--- src/rtl/img_crop_dma_if.sv ---
// Control and memory-port bundle of the crop/decimate engine.
// master = the engine itself, slave = the controller plus memories around it.
interface img_crop_dma_if #(
  parameter int SRC_AW = 15,
  parameter int DST_AW = 10,
  parameter int ROW_W  = 7,
  parameter int COL_W  = 8,
  parameter int DATA_W = 8
);
  logic              start;
  logic [ROW_W-1:0]  crop_row;
  logic [COL_W-1:0]  crop_col;
  logic [1:0]        step;
  logic              busy;
  logic              done;
  logic              err;
  logic              ce_src;
  logic [SRC_AW-1:0] addr_src;
  logic [DATA_W-1:0] rd_data;
  logic              ce_dst;
  logic [DST_AW-1:0] addr_dst;
  logic [DATA_W-1:0] wr_data;

  modport master (
    input  start, crop_row, crop_col, step, rd_data,
    output busy, done, err, ce_src, addr_src, ce_dst, addr_dst, wr_data
  );

  modport slave (
    output start, crop_row, crop_col, step, rd_data,
    input  busy, done, err, ce_src, addr_src, ce_dst, addr_dst, wr_data
  );
endinterface

--- src/rtl/img_crop_dma.sv ---
// Copies a strided DST_W x DST_H window out of a SRC_W x SRC_H image, one pixel per cycle.
// Reads stream in raster order; each read is written to the destination on the following cycle.
module img_crop_dma #(
  parameter int SRC_W  = 256,
  parameter int SRC_H  = 128,
  parameter int SRC_AW = 15,
  parameter int DST_W  = 32,
  parameter int DST_H  = 32,
  parameter int DST_AW = 10,
  parameter int ROW_W  = 7,
  parameter int COL_W  = 8,
  parameter int DATA_W = 8
) (
  input  logic          clk,
  input  logic          rst,
  img_crop_dma_if.master bus
);
  localparam int N  = DST_W * DST_H;
  localparam int CW = $clog2(DST_W + 1);

  typedef enum logic [1:0] {S_IDLE, S_READ, S_FLUSH, S_DONE} state_t;

  state_t            r_state;
  state_t            w_next;
  logic [1:0]        r_step;
  logic              r_err;
  logic              r_ce_dst;
  logic [SRC_AW-1:0] r_addr_src;
  logic [SRC_AW-1:0] r_row_base;
  logic [DST_AW-1:0] r_addr_dst;
  logic [DST_AW-1:0] r_pix;
  logic [CW-1:0]     r_col;

  logic [ROW_W-1:0]  w_row;
  logic [COL_W-1:0]  w_col;
  logic [DATA_W-1:0] w_pix;
  logic [31:0]       w_row_last;
  logic [31:0]       w_col_last;
  logic              w_fit;
  logic              w_accept;
  logic              w_last;
  logic [SRC_AW-1:0] w_origin;
  logic [SRC_AW-1:0] w_col_inc;
  logic [SRC_AW-1:0] w_row_inc;

  assign w_row    = bus.crop_row;
  assign w_col    = bus.crop_col;
  assign w_pix    = bus.rd_data;

  // Last row/column touched, computed 32 bits wide so large origins cannot wrap into range.
  assign w_row_last = 32'(w_row) + (32'(DST_H - 1) << bus.step);
  assign w_col_last = 32'(w_col) + (32'(DST_W - 1) << bus.step);
  assign w_fit      = (w_row_last <= 32'(SRC_H - 1)) && (w_col_last <= 32'(SRC_W - 1));
  assign w_accept   = (r_state == S_IDLE) && bus.start;
  assign w_last     = (r_pix == DST_AW'(N - 1));

  // The only multiply happens once per accepted start; per-pixel stepping is add-only.
  assign w_origin  = SRC_AW'(32'(w_row) * 32'(SRC_W) + 32'(w_col));
  assign w_col_inc = SRC_AW'(1) << r_step;
  assign w_row_inc = SRC_AW'(SRC_W) << r_step;

  always_ff @(posedge clk) begin
    if (rst) r_state <= S_IDLE;
    else     r_state <= w_next;
  end

  always_comb begin
    w_next = r_state;
    case (r_state)
      S_IDLE:  if (bus.start) w_next = w_fit ? S_READ : S_DONE;
      S_READ:  if (w_last) w_next = S_FLUSH;
      S_FLUSH: w_next = S_DONE;
      S_DONE:  w_next = S_IDLE;
      default: w_next = S_IDLE;
    endcase
  end

  always_comb begin
    bus.ce_src = 1'b0;
    bus.busy   = 1'b0;
    bus.done   = 1'b0;
    case (r_state)
      S_READ:  begin bus.ce_src = 1'b1; bus.busy = 1'b1; end
      S_FLUSH: bus.busy = 1'b1;
      S_DONE:  bus.done = 1'b1;
      default: ;
    endcase
  end

  always_ff @(posedge clk) begin
    if (rst) begin
      r_step     <= '0;
      r_err      <= 1'b0;
      r_ce_dst   <= 1'b0;
      r_addr_src <= '0;
      r_row_base <= '0;
      r_addr_dst <= '0;
      r_pix      <= '0;
      r_col      <= '0;
    end else begin
      r_ce_dst <= (r_state == S_READ);
      if (w_accept) begin
        r_step     <= bus.step;
        r_err      <= !w_fit;
        r_addr_src <= w_origin;
        r_row_base <= w_origin;
        r_pix      <= '0;
        r_col      <= '0;
      end else if (r_state == S_READ) begin
        r_addr_dst <= r_pix;
        r_pix      <= r_pix + DST_AW'(1);
        if (r_col == CW'(DST_W - 1)) begin
          r_col      <= '0;
          r_row_base <= r_row_base + w_row_inc;
          r_addr_src <= r_row_base + w_row_inc;
        end else begin
          r_col      <= r_col + CW'(1);
          r_addr_src <= r_addr_src + w_col_inc;
        end
      end
    end
  end

  assign bus.err      = r_err;
  assign bus.addr_src = r_addr_src;
  assign bus.ce_dst   = r_ce_dst;
  assign bus.addr_dst = r_addr_dst;
  assign bus.wr_data  = w_pix;
endmodule

--- src/flat_wrapper.sv ---
// flat-port wrapper written by rule: the top's interface ports become plain ports
module img_crop_dma_flat 
#(
  parameter int SRC_W  = 256,
  parameter int SRC_H  = 128,
  parameter int SRC_AW = 15,
  parameter int DST_W  = 32,
  parameter int DST_H  = 32,
  parameter int DST_AW = 10,
  parameter int ROW_W  = 7,
  parameter int COL_W  = 8,
  parameter int DATA_W = 8
)
  (clk, rst, bus_start, bus_crop_row, bus_crop_col, bus_step, bus_rd_data, bus_busy, bus_done, bus_err, bus_ce_src, bus_addr_src, bus_ce_dst, bus_addr_dst, bus_wr_data);
  img_crop_dma_if #(.SRC_AW(SRC_AW), .DST_AW(DST_AW), .ROW_W(ROW_W), .COL_W(COL_W), .DATA_W(DATA_W)) bus_i ();
  input  logic clk;
  input  logic rst;
  input wire logic [$bits(bus_i.start)-1:0] bus_start;
  input wire logic [$bits(bus_i.crop_row)-1:0] bus_crop_row;
  input wire logic [$bits(bus_i.crop_col)-1:0] bus_crop_col;
  input wire logic [$bits(bus_i.step)-1:0] bus_step;
  input wire logic [$bits(bus_i.rd_data)-1:0] bus_rd_data;
  output wire logic [$bits(bus_i.busy)-1:0] bus_busy;
  output wire logic [$bits(bus_i.done)-1:0] bus_done;
  output wire logic [$bits(bus_i.err)-1:0] bus_err;
  output wire logic [$bits(bus_i.ce_src)-1:0] bus_ce_src;
  output wire logic [$bits(bus_i.addr_src)-1:0] bus_addr_src;
  output wire logic [$bits(bus_i.ce_dst)-1:0] bus_ce_dst;
  output wire logic [$bits(bus_i.addr_dst)-1:0] bus_addr_dst;
  output wire logic [$bits(bus_i.wr_data)-1:0] bus_wr_data;
  assign bus_i.start = bus_start;
  assign bus_i.crop_row = bus_crop_row;
  assign bus_i.crop_col = bus_crop_col;
  assign bus_i.step = bus_step;
  assign bus_i.rd_data = bus_rd_data;
  assign bus_busy = bus_i.busy;
  assign bus_done = bus_i.done;
  assign bus_err = bus_i.err;
  assign bus_ce_src = bus_i.ce_src;
  assign bus_addr_src = bus_i.addr_src;
  assign bus_ce_dst = bus_i.ce_dst;
  assign bus_addr_dst = bus_i.addr_dst;
  assign bus_wr_data = bus_i.wr_data;
  img_crop_dma #(.SRC_W(SRC_W), .SRC_H(SRC_H), .SRC_AW(SRC_AW), .DST_W(DST_W), .DST_H(DST_H), .DST_AW(DST_AW), .ROW_W(ROW_W), .COL_W(COL_W), .DATA_W(DATA_W)) u_core (.clk(clk), .rst(rst), .bus(bus_i));
endmodule
--- config.mk ---
export PLATFORM = sky130hd
export DESIGN_NAME = img_crop_dma_flat
export DESIGN_NICKNAME = d
export VERILOG_FILES = /design/src/rtl/img_crop_dma_if.sv /design/src/rtl/img_crop_dma.sv /design/src/flat_wrapper.sv
export SDC_FILE = /design/constraint.sdc
export NUM_CORES = 1
export LEC_CHECK = 0
export CORE_UTILIZATION = 35
export CTS_BUF_LIST = sky130_fd_sc_hd__clkbuf_2 sky130_fd_sc_hd__clkbuf_4 sky130_fd_sc_hd__clkbuf_8
export CTS_CLUSTER_DIAMETER = 60
export CTS_CLUSTER_SIZE = 40
export DETAILED_ROUTE_END_ITERATION = 16
export SYNTH_ARGS = -nofsm -noshare
export SYNTH_HDL_FRONTEND = slang
export SYNTH_SLANG_ARGS = --single-unit
--- constraint.sdc ---
create_clock -name clk -period 3.35 [get_ports clk]
set_input_delay 0.5025 -clock clk [delete_from_list [all_inputs] [get_ports clk]]
set_output_delay 0.5025 -clock clk [all_outputs]
set_load 0.01 [all_outputs]
; Yosys cells after proc, flatten, opt, wreduce, memory -nomap -nowiden
; Index checks and enable logic that the tools add are counted.
[word_totals]
in_bits = 28
elab_cells = 54
register_bits = 62
[op_classes]
n_bitwise = 1
n_lt_le_gt_ge = 2
n_shift = 3
add_sub_neg = 7
eq_ne = 7
n_reduce_logical = 11
muxes = 14
[op_table]
columns = op, n
row1 = $mux W15, 6
row2 = $add A7 B32 Y32, 1
row3 = $add A8 B32 Y32, 1
row4 = $le A32 B7 Y1 const B, 1
row5 = $le A32 B8 Y1 const B, 1
row6 = $shl A5 B2 Y32 const A, 1
row7 = $add A15 B15 Y15, 2
row8 = $add A15 B8 Y15, 1
row9 = $shl A1 B2 Y15 const A, 1
row10 = $shl A9 B2 Y15 const A, 1
row11 = $add A10 B1 Y10 const B, 1
row12 = $eq A10 B10 Y1 const B, 1
row13 = $pmux W2 S4, 1
row14 = $add A6 B1 Y6 const B, 1
row15 = $eq A6 B5 Y1 const B, 1
row16 = $mux W2, 3
row17 = $mux W6, 1
row18 = $reduce_and A2 Y1, 3
row19 = $eq A2 B2 Y1 const B, 2
row20 = $reduce_bool A2 Y1, 2
row21 = $reduce_or A2 Y1, 2
row22 = $mux W1, 3
row23 = $eq A2 B1 Y1 const B, 1
row24 = $logic_and A1 B1 Y1, 2
row25 = 5 further kinds, 5

; Depth between registers and ports, before layout
; Gate-level depths: netlist (run 1).
[logic_depth]
ltp_word = 7
ltp_mapped = 9
depth_no_buf = 9

; Worst setup path after synthesis (run 1)
; No wires, ideal clock.
[synth_path]
path_kind = reg2reg
startpoint = register u_core.r_step[0]
endpoint = register u_core.r_addr_src[12], in the netlist u_core.bus.addr_src[12]
path_stages_with_launch = 10
synth_period_minus_slack_ns = 2.155
t_required_ns = 3.219
setup_slack_ns = 1.195
path_buffers = 0
arrival_ns = 2.023
cell_sequence = dfxtp_1 -> nor2_1 -> ha_1 -> inv_1 -> fa_1 -> nor2b_1 -> o21ai_1 -> and4_1 -> a2111oi_1 -> o32ai_2
[synth_between]
elab_chain_len = 5
[synth_rtl]
columns = element, line
row1 = start: declaration, img_crop_dma.sv:25  ; logic [1:0] r_step;
row2 = start signal: assignment, img_crop_dma.sv:103  ; r_step <= bus.step;
row3 = $shl A9 B2 Y15 or $shl A1 B2 Y15 (tied branches), "img_crop_dma.sv:60, img_crop_dma.sv:59"
row4 = $add A15 B15 Y15 (on tied branches), "img_crop_dma.sv:115, img_crop_dma.sv:118"
row5 = $mux W15 (*), img_crop_dma.sv:112  ; if (r_col == CW'(DST_W - 1)) begin
row6 = $mux W15 (*), img_crop_dma.sv:109  ; end else if (r_state == S_READ) begin
row7 = $mux W15 (*), img_crop_dma.sv:102  ; if (w_accept) begin
row8 = end signal: assignment, img_crop_dma.sv:105  ; r_addr_src <= w_origin;
row9 = end signal: assignment, img_crop_dma.sv:115  ; r_addr_src <= r_row_base + w_row_inc;
row10 = end signal: assignment, img_crop_dma.sv:118  ; r_addr_src <= r_addr_src + w_col_inc;
row11 = end: declaration, img_crop_dma.sv:28  ; logic [SRC_AW-1:0] r_addr_src;
; Mark *: on every way between the ends. The rest lies on a longest branch, timed or not. The select of a mux whose other input is x is not followed.
; A chain may end at the register's enable or synchronous reset.

; Worst setup path after layout (run 1)
[layout_path]
startpoint = register u_core.r_state[1]
endpoint = output port bus_ce_src
[layout_between]
elab_chain_len = 2
[layout_rtl]
columns = element, line
row1 = start: declaration, img_crop_dma.sv:23  ; state_t r_state;
row2 = start signal: assignment, img_crop_dma.sv:64  ; else r_state <= w_next;
row3 = $eq A2 B1 Y1, img_crop_dma.sv:82  ; case (r_state)
row4 = $mux W1, img_crop_dma.sv:82
row5 = end: declaration, flat_wrapper.sv:26  ; output wire logic [$bits(bus_i.ce_src)-1:0] bus_ce_src;
; No other way between the ends.

==> results of run 1 <==
-- per-stage QoR --
step | utilization, % | power [mW] | area [µm²] | hold WS, ns
finish | 44.4 | 2.83 | 4360 | 0.459
global route | 44.4 | 3.02 | 4360 | 0.479
CTS | 44.4 | 2.86 | 4360 | 0.461
detailed placement | 42.0 | 2.09 | 4130 | 0.450
global placement | 42.0 | 2.07 | 4130 | 0.444
floorplan | - | 1.68 | 3570 | 0.436
-- worst reg2reg max path, delay by kind of cell, from the launching register on --
kind	cells	cell delay (ns)
simple gates	3	1.04
fa+ha+maj	1	0.60
flops	1	0.34
compound gates	2	0.27
buf+inv	1	0.13
-- power breakdown --
| group | switching (mW) | internal, mW | total, mW |
|---|---|---|---|
| clock | 0.332 | 0.429 | 0.762 |
| combinational | 0.580 | 0.489 | 1.07 |
| sequential | 0.138 | 0.865 | 1.00 |
-- layout make-up --
| cell class | instances | area share [%] |
|---|---|---|
| sequential | 62 | 28.5 |
| clock buffer | 9 | 2.84 |
| tap | 133 | 3.82 |
| inverter | 22 | 1.90 |
| clock inverter | 7 | 2.38 |
| multi-input combinational | 315 | 48.3 |
| timing repair buffer | 55 | 12.3 |
-- sequential cells by signal (all words and copies together) (netlist names) --
name,count
u_core.bus.addr_src,15
u_core.r_row_base,15
u_core.bus.addr_dst,10
u_core.r_pix,10
u_core.r_col,6
u_core.r_state,2
u_core.r_step,2
u_core.bus.ce_dst,1
u_core.bus.err,1
-- cell usage in the layout (no fill, tap or decap), types with 4 or more instances in the layout --
master                            instances
sky130_fd_sc_hd__o211ai_1                 5
sky130_fd_sc_hd__nor2_1                  47
sky130_fd_sc_hd__a21oi_1                 28
sky130_fd_sc_hd__inv_1                   22
sky130_fd_sc_hd__nand4_1                  7
sky130_fd_sc_hd__xnor2_1                  7
sky130_fd_sc_hd__clkdlybuf4s50_1         49
sky130_fd_sc_hd__clkbuf_8                 9
sky130_fd_sc_hd__a211oi_1                 9
sky130_fd_sc_hd__nand2b_1                 4
sky130_fd_sc_hd__ha_1                    24
sky130_fd_sc_hd__xor2_1                  19
sky130_fd_sc_hd__mux2i_1                 12
sky130_fd_sc_hd__dfxtp_1                 62
sky130_fd_sc_hd__o21ai_1                  5
sky130_fd_sc_hd__nand3_1                 16
sky130_fd_sc_hd__o22ai_1                  9
sky130_fd_sc_hd__and3_1                   5
sky130_fd_sc_hd__o21ai_0                  5
sky130_fd_sc_hd__nand2_1                 52
sky130_fd_sc_hd__buf_4                    6
-- routing by layer --
metal | global-route usage [%] | wire length, µm | up-vias | part of all wire (%)
met5 | 0 | 0 | - | 0
met4 | 7.91 | 215 | 0 | 2.2
met3 | 4.41 | 466 | 16 | 4.9
met2 | 33.1 | 4610 | 83 | 48
met1 | 23.6 | 4310 | 1457 | 45
li1 | - | - | 1575 | -
-- logic make-up (layout without fill, tap and decap cells) --
logic type / count (synthesis) / in the layout / synth area share (%)
adder cells (fa/ha/maj): 28 / 28 / 10.4
multiplexers: 12 / 12 / 3.37
AND/OR/NAND/NOR: 156 / 156 / 20.5
buffers and inverters: 50 / 93 / 6.41
XOR/XNOR: 26 / 26 / 6.38
flip-flops: 62 / 62 / 34.8
AO/OA/AOI/OAI: 93 / 93 / 18.2
-- final timing paths --
check	to	depth (start not counted)	from	slack, ns
worst max register to register	u_core.bus.addr_src[12]	7	u_core.r_state[1]	0.89
worst max-delay path	bus_ce_src	3	u_core.r_state[1]	0.78
worst min-delay path	u_core.r_row_base[7]	2	u_core.r_row_base[7]	0.46
worst min register to register	u_core.r_row_base[7]	2	u_core.r_row_base[7]	0.46
==> flow_summary.rst, run 1 <==
.. list-table::
   :header-rows: 1

   * - Metric
     - Value
   * - Average wire per cell in the routed design
     - 15.9 µm
   * - Post-synthesis instance area
     - 3570 µm²
   * - Area contributors post-synth
     - sky130_fd_sc_hd__dfxtp_1, sky130_fd_sc_hd__ha_1, sky130_fd_sc_hd__nand2_1
   * - Die ar.
     - 10600 µm²
   * - Horizontal die dimension
     - 103 µm
   * - Worst-case clock skew
     - 0.0108 ns
   * - Hold Fails Final Rpt
     - 0
   * - Number of flip-flops and latches in the synthesized netlist
     - 62
   * - FILL cells
     - 1003
   * - Launching element type of the critical path
     - register
   * - Type of the worst min-delay path
     - register to register
   * - Crit path largest cell delay
     - 0.66 ns
   * - DP HPWL
     - 7020 µm
   * - Dominant cell type by area after synthesis
     - sky130_fd_sc_hd__dfxtp_1
   * - Multi-input gate area in the final layout
     - 2100 µm²
   * - Clock insertion delay at the later pin of the skew report
     - 0.34 ns
   * - Routed via count divided by cell count
     - 5.19
   * - CTS tree
     - yes
   * - Synth warnings
     - 0
   * - Clock-pin slew of the registers on the worst-case setup and hold paths
     - 0.08 ns
   * - Power density of the placed cells
     - 650 nW/µm²
   * - Result of the run
     - finished, final reports clean
   * - Fin cells
     - 603
   * - Number of instances in the synthesized netlist
     - 427
   * - Maximum clock frequency
     - 389 MHz
   * - Synthesis-to-layout area growth
     - 22.0%
   * - DRC
     - 0
   * - Aggregate negative setup slack
     - 0 ns
   * - Via count
     - 3131
   * - Dpl ws
     - 0.641 ns
   * - Post-layout minimum cycle time
     - 2.57 ns
   * - Worst Path Class, Setup
     - register to primary output
   * - Overall fraction of global-route tracks in use
     - 19.4%
   * - Flip-flop cell with the highest count after synthesis
     - sky130_fd_sc_hd__dfxtp_1
   * - Pin count of the biggest net entering global routing
     - 48
   * - Cells traversed along the worst timing path
     - inv_1, ha_2, clkdlybuf4s50_1
   * - Leading cell types by count after synthesis
     - sky130_fd_sc_hd__dfxtp_1, sky130_fd_sc_hd__nand2_1, sky130_fd_sc_hd__nor2_1, sky130_fd_sc_hd__a21oi_1, sky130_fd_sc_hd__ha_1
   * - Worst IR Drop VDD
     - 388 µV
   * - DRT Pass-1 Iters
     - 7
   * - CP delay by family, top
     - buffers and inverters
   * - Post-route ant nets
     - 0
   * - Post-synthesis net count
     - 483
   * - Mean Syn Cell Area
     - 8.36 µm²
   * - Weighted congestion reported at the end of routability-driven placement
     - 0.872
   * - Final Max Tran Viols
     - 0
   * - Cell type of the slowest stage on the worst timing path
     - sky130_fd_sc_hd__clkdlybuf4s50_1
   * - Peak fanout along the critical path
     - 23
   * - Core area
     - 9820 µm²
   * - Sum of routed wire length over all layers
     - 9610 µm
   * - Number of resized instances in the post-cts repair step
     - 0
   * - Number of antenna cells inserted
     - 0
   * - Total number of placement rows
     - 36
   * - Final setup viols
     - 0
   * - Starting DRT DRC Count
     - 154
   * - Post-route worst setup slack
     - 0.780 ns
   * - Max H-tree Level
     - 3
   * - Total Nets Final
     - 521
   * - Die Span Y
     - 103 µm
   * - Count of placed standard cells including taps
     - 587
   * - Fraction of registers with async set/reset
     - 0%
   * - Unrepaired setup endpoints after global routing
     - no
   * - Max-cap violations
     - 0
   * - Combined buffer and inverter count along the critical path
     - 2
   * - Sequential cell area
     - 1240 µm²
   * - Library cells used by synthesis
     - 57
   * - Grt ovf
     - 0
   * - Arrival time at the worst endpoint
     - 2.07 ns
   * - Transition time of the tightest slew-check pin
     - 0.693 ns
   * - Number of clock buffers inserted by TritonCTS
     - 9
   * - Largest buffer count on any clock path
     - 2
   * - Number of clock sinks
     - 62
   * - Post-synth EDFFs
     - 0
   * - Static power due to leakage
     - 1.62 nW
   * - Number of global-route vias before repair
     - 3065
   * - IO Port Bufs
     - 49
   * - Slew HR
     - 53.6%
   * - Data required time of the critical path
     - 2.85 ns
   * - Initial standard-cell utilization of the core
     - 36.4%
   * - First-pass GRT wire length
     - 15400 µm
   * - Ratio of final minimum period to clock period
     - 76.7%
   * - Number of antenna violations at the first check in global routing
     - 0
   * - Total of hold buffers inserted after clock tree synthesis
     - 0
   * - Cell with the most instances after synthesis
     - sky130_fd_sc_hd__dfxtp_1
   * - Setup repair bufs after CTS
     - 0
   * - IO Pins
     - 66
   * - Proportion of netlist area held by the largest area contributor
     - 34.8%
   * - Kind of end point of the critical path
     - primary output
   * - Register area share after synthesis
     - 34.8%
   * - Root buffer cell
     - sky130_fd_sc_hd__clkbuf_8
   * - Ratio of cells with drive above 1 in the final layout
     - 6.81%
(Power assumes the default switching activity.)
==> run 2: changes to the inputs <==
==> constraint.sdc (replaced) <==
create_clock -name clk -period 2.42 [get_ports clk]
set_input_delay 0.363 -clock clk [delete_from_list [all_inputs] [get_ports clk]]
set_output_delay 0.363 -clock clk [all_outputs]
set_load 0.01 [all_outputs]
==> flow_summary.rst, run 2 (same netlist as run 1, synthesis figures left out) <==
.. list-table::
   :header-rows: 1

   * - Metric
     - Value
   * - Result of the run
     - finished, final reports clean
   * - Routed via count divided by cell count
     - 5.12
   * - Number of global-route vias before repair
     - 3154
   * - Slew HR
     - 63.1%
   * - Post-route worst setup slack
     - 0.0859 ns
   * - Die Span Y
     - 103 µm
   * - Unrepaired setup endpoints after global routing
     - no
   * - DRT Pass-1 Iters
     - 4
   * - Peak fanout along the critical path
     - 40
   * - Number of antenna cells inserted
     - 0
   * - Power density of the placed cells
     - 844 nW/µm²
   * - Post-route ant nets
     - 0
   * - Kind of end point of the critical path
     - primary output
   * - Type of the worst min-delay path
     - register to register
   * - Synthesis-to-layout area growth
     - 24.7%
   * - Grt ovf
     - 0
   * - Pin count of the biggest net entering global routing
     - 41
   * - Cells traversed along the worst timing path
     - inv_1, ha_2, buf_12, clkdlybuf4s50_1
   * - Top library cells by usage in the layout, fill and taps aside
     - sky130_fd_sc_hd__dfxtp_1, sky130_fd_sc_hd__nand2_1, sky130_fd_sc_hd__clkdlybuf4s50_1
   * - Worst-case clock skew
     - 0.0120 ns
   * - Dpl ws
     - -0.111 ns
   * - Clock insertion delay at the later pin of the skew report
     - 0.36 ns
   * - Average wire per cell in the routed design
     - 15.6 µm
   * - First-pass GRT wire length
     - 15900 µm
   * - Cell type of the slowest stage on the worst timing path
     - sky130_fd_sc_hd__clkdlybuf4s50_1
   * - Number of clock sinks
     - 62
   * - IO Port Bufs
     - 49
   * - Launching element type of the critical path
     - register
   * - Horizontal die dimension
     - 103 µm
   * - Worst Path Class, Setup
     - register to primary output
   * - Total Nets Final
     - 537
   * - Clock-pin slew of the registers on the worst-case setup and hold paths
     - 0.08 ns
   * - Initial standard-cell utilization of the core
     - 36.4%
   * - Weighted congestion reported at the end of routability-driven placement
     - 0.886
   * - Arrival time at the worst endpoint
     - 1.97 ns
   * - Sum of routed wire length over all layers
     - 9640 µm
   * - FILL cells
     - 1023
   * - Number of clock buffers inserted by TritonCTS
     - 9
   * - Data required time of the critical path
     - 2.06 ns
   * - Leading cell type in the layout, fill and taps excluded
     - sky130_fd_sc_hd__dfxtp_1
   * - Combined buffer and inverter count along the critical path
     - 3
   * - Starting DRT DRC Count
     - 122
   * - Post-layout minimum cycle time
     - 2.33 ns
   * - Max-cap violations
     - 0
   * - Root buffer cell
     - sky130_fd_sc_hd__clkbuf_8
   * - Worst IR Drop VDD
     - 525 µV
   * - Hold Fails Final Rpt
     - 0
   * - Transition time of the tightest slew-check pin
     - 0.551 ns
   * - CP delay by family, top
     - buffers and inverters
   * - Count of placed standard cells including taps
     - 603
   * - Die ar.
     - 10600 µm²
   * - Largest buffer count on any clock path
     - 2
   * - Overall fraction of global-route tracks in use
     - 19.7%
   * - Static power due to leakage
     - 1.66 nW
   * - Final setup viols
     - 0
   * - Crit path largest cell delay
     - 0.59 ns
   * - Core area
     - 9820 µm²
   * - Number of antenna violations at the first check in global routing
     - 0
   * - DP HPWL
     - 7290 µm
   * - Final Max Tran Viols
     - 0
   * - Ratio of final minimum period to clock period
     - 96.5%
   * - Fin cells
     - 619
   * - DRC
     - 0
   * - Total number of placement rows
     - 36
   * - CTS tree
     - yes
   * - Max H-tree Level
     - 3
   * - Maximum clock frequency
     - 428 MHz
   * - IO Pins
     - 66
   * - Via count
     - 3167
   * - Ratio of cells with drive above 1 in the final layout
     - 10.3%
[run 2: cell types whose count changed in the layout (fill, tap and decap cells not counted), sizes merged]
| cell | previous run | this run |
|---|---|---|
| buf | 6 | 22 |
| clkinvlp | 0 | 3 |
| bufinv | 2 | 0 |
| inv | 25 | 24 |
[run 2: worst paths after layout]
kind / start / end / slack [ns] / depth (start not counted)
worst max-delay path: u_core.r_state[1] / bus_ce_src / 0.09 / 4
worst min-delay path: u_core.r_row_base[2] / u_core.r_row_base[2] / 0.46 / 2
worst max register to register: u_core.r_step[0] / u_core.bus.addr_src[12] / 0.18 / 10
worst min register to register: u_core.r_row_base[2] / u_core.r_row_base[2] / 0.46 / 2
[run 2: layout make-up]
type	instances	area [µm²]	area share, %
clock buffers	9	124	2.78
clock inverters	7	57.6	1.29
inverters	22	82.6	1.86
multi-input cells	315	2110	47.4
flip-flops and latches	62	1240	27.9
well taps	133	166	3.74
repair buffers	71	668	15.0
[run 2: tightest hold or removal path: cells and delay by family, from the launching register on]
| family | cells | cell delay (ns) |
|---|---|---|
| compound gates | 1 | 0.06 |
| flops | 1 | 0.31 |
| simple gates | 1 | 0.05 |
[run 2: timing repair]
item | in CTS | in global routing
setup buffers | 0 | 0
hold buffers | 0 | 0
gates resized for setup | 0 | 2
setup endpoints to repair | 0 | 4
[run 2: power by group]
part,leakage (nW),internal [mW],switching [mW],total (mW)
sequential,0.506,1.20,0.190,1.39
clock,0.0824,0.381,0.461,0.841
combinational,1.08,0.724,0.803,1.53
[run 2: per-layer routing]
layer / GRT usage, % / vias to the layer above / routed length (µm) / share of wire, %
met5: 0 / - / 0 / 0
met4: 5.53 / 0 / 124 / 1.3
met3: 3.66 / 13 / 408 / 4.2
met2: 32.8 / 73 / 4520 / 47
met1: 26.1 / 1485 / 4580 / 48
li1: - / 1596 / - / -
[run 2: stage by stage]
stage,hold slack [ns],power [mW],cell area [µm²],TNS (ns),util (%)
floorplan,0.436,2.33,3570,0,-
global placement,0.443,2.92,4260,0,43.4
detailed placement,0.451,2.94,4260,-0.111,43.4
CTS,0.461,3.79,4440,0,45.2
global route,0.482,4.01,4450,0,45.3
finish,0.460,3.76,4450,0,45.3
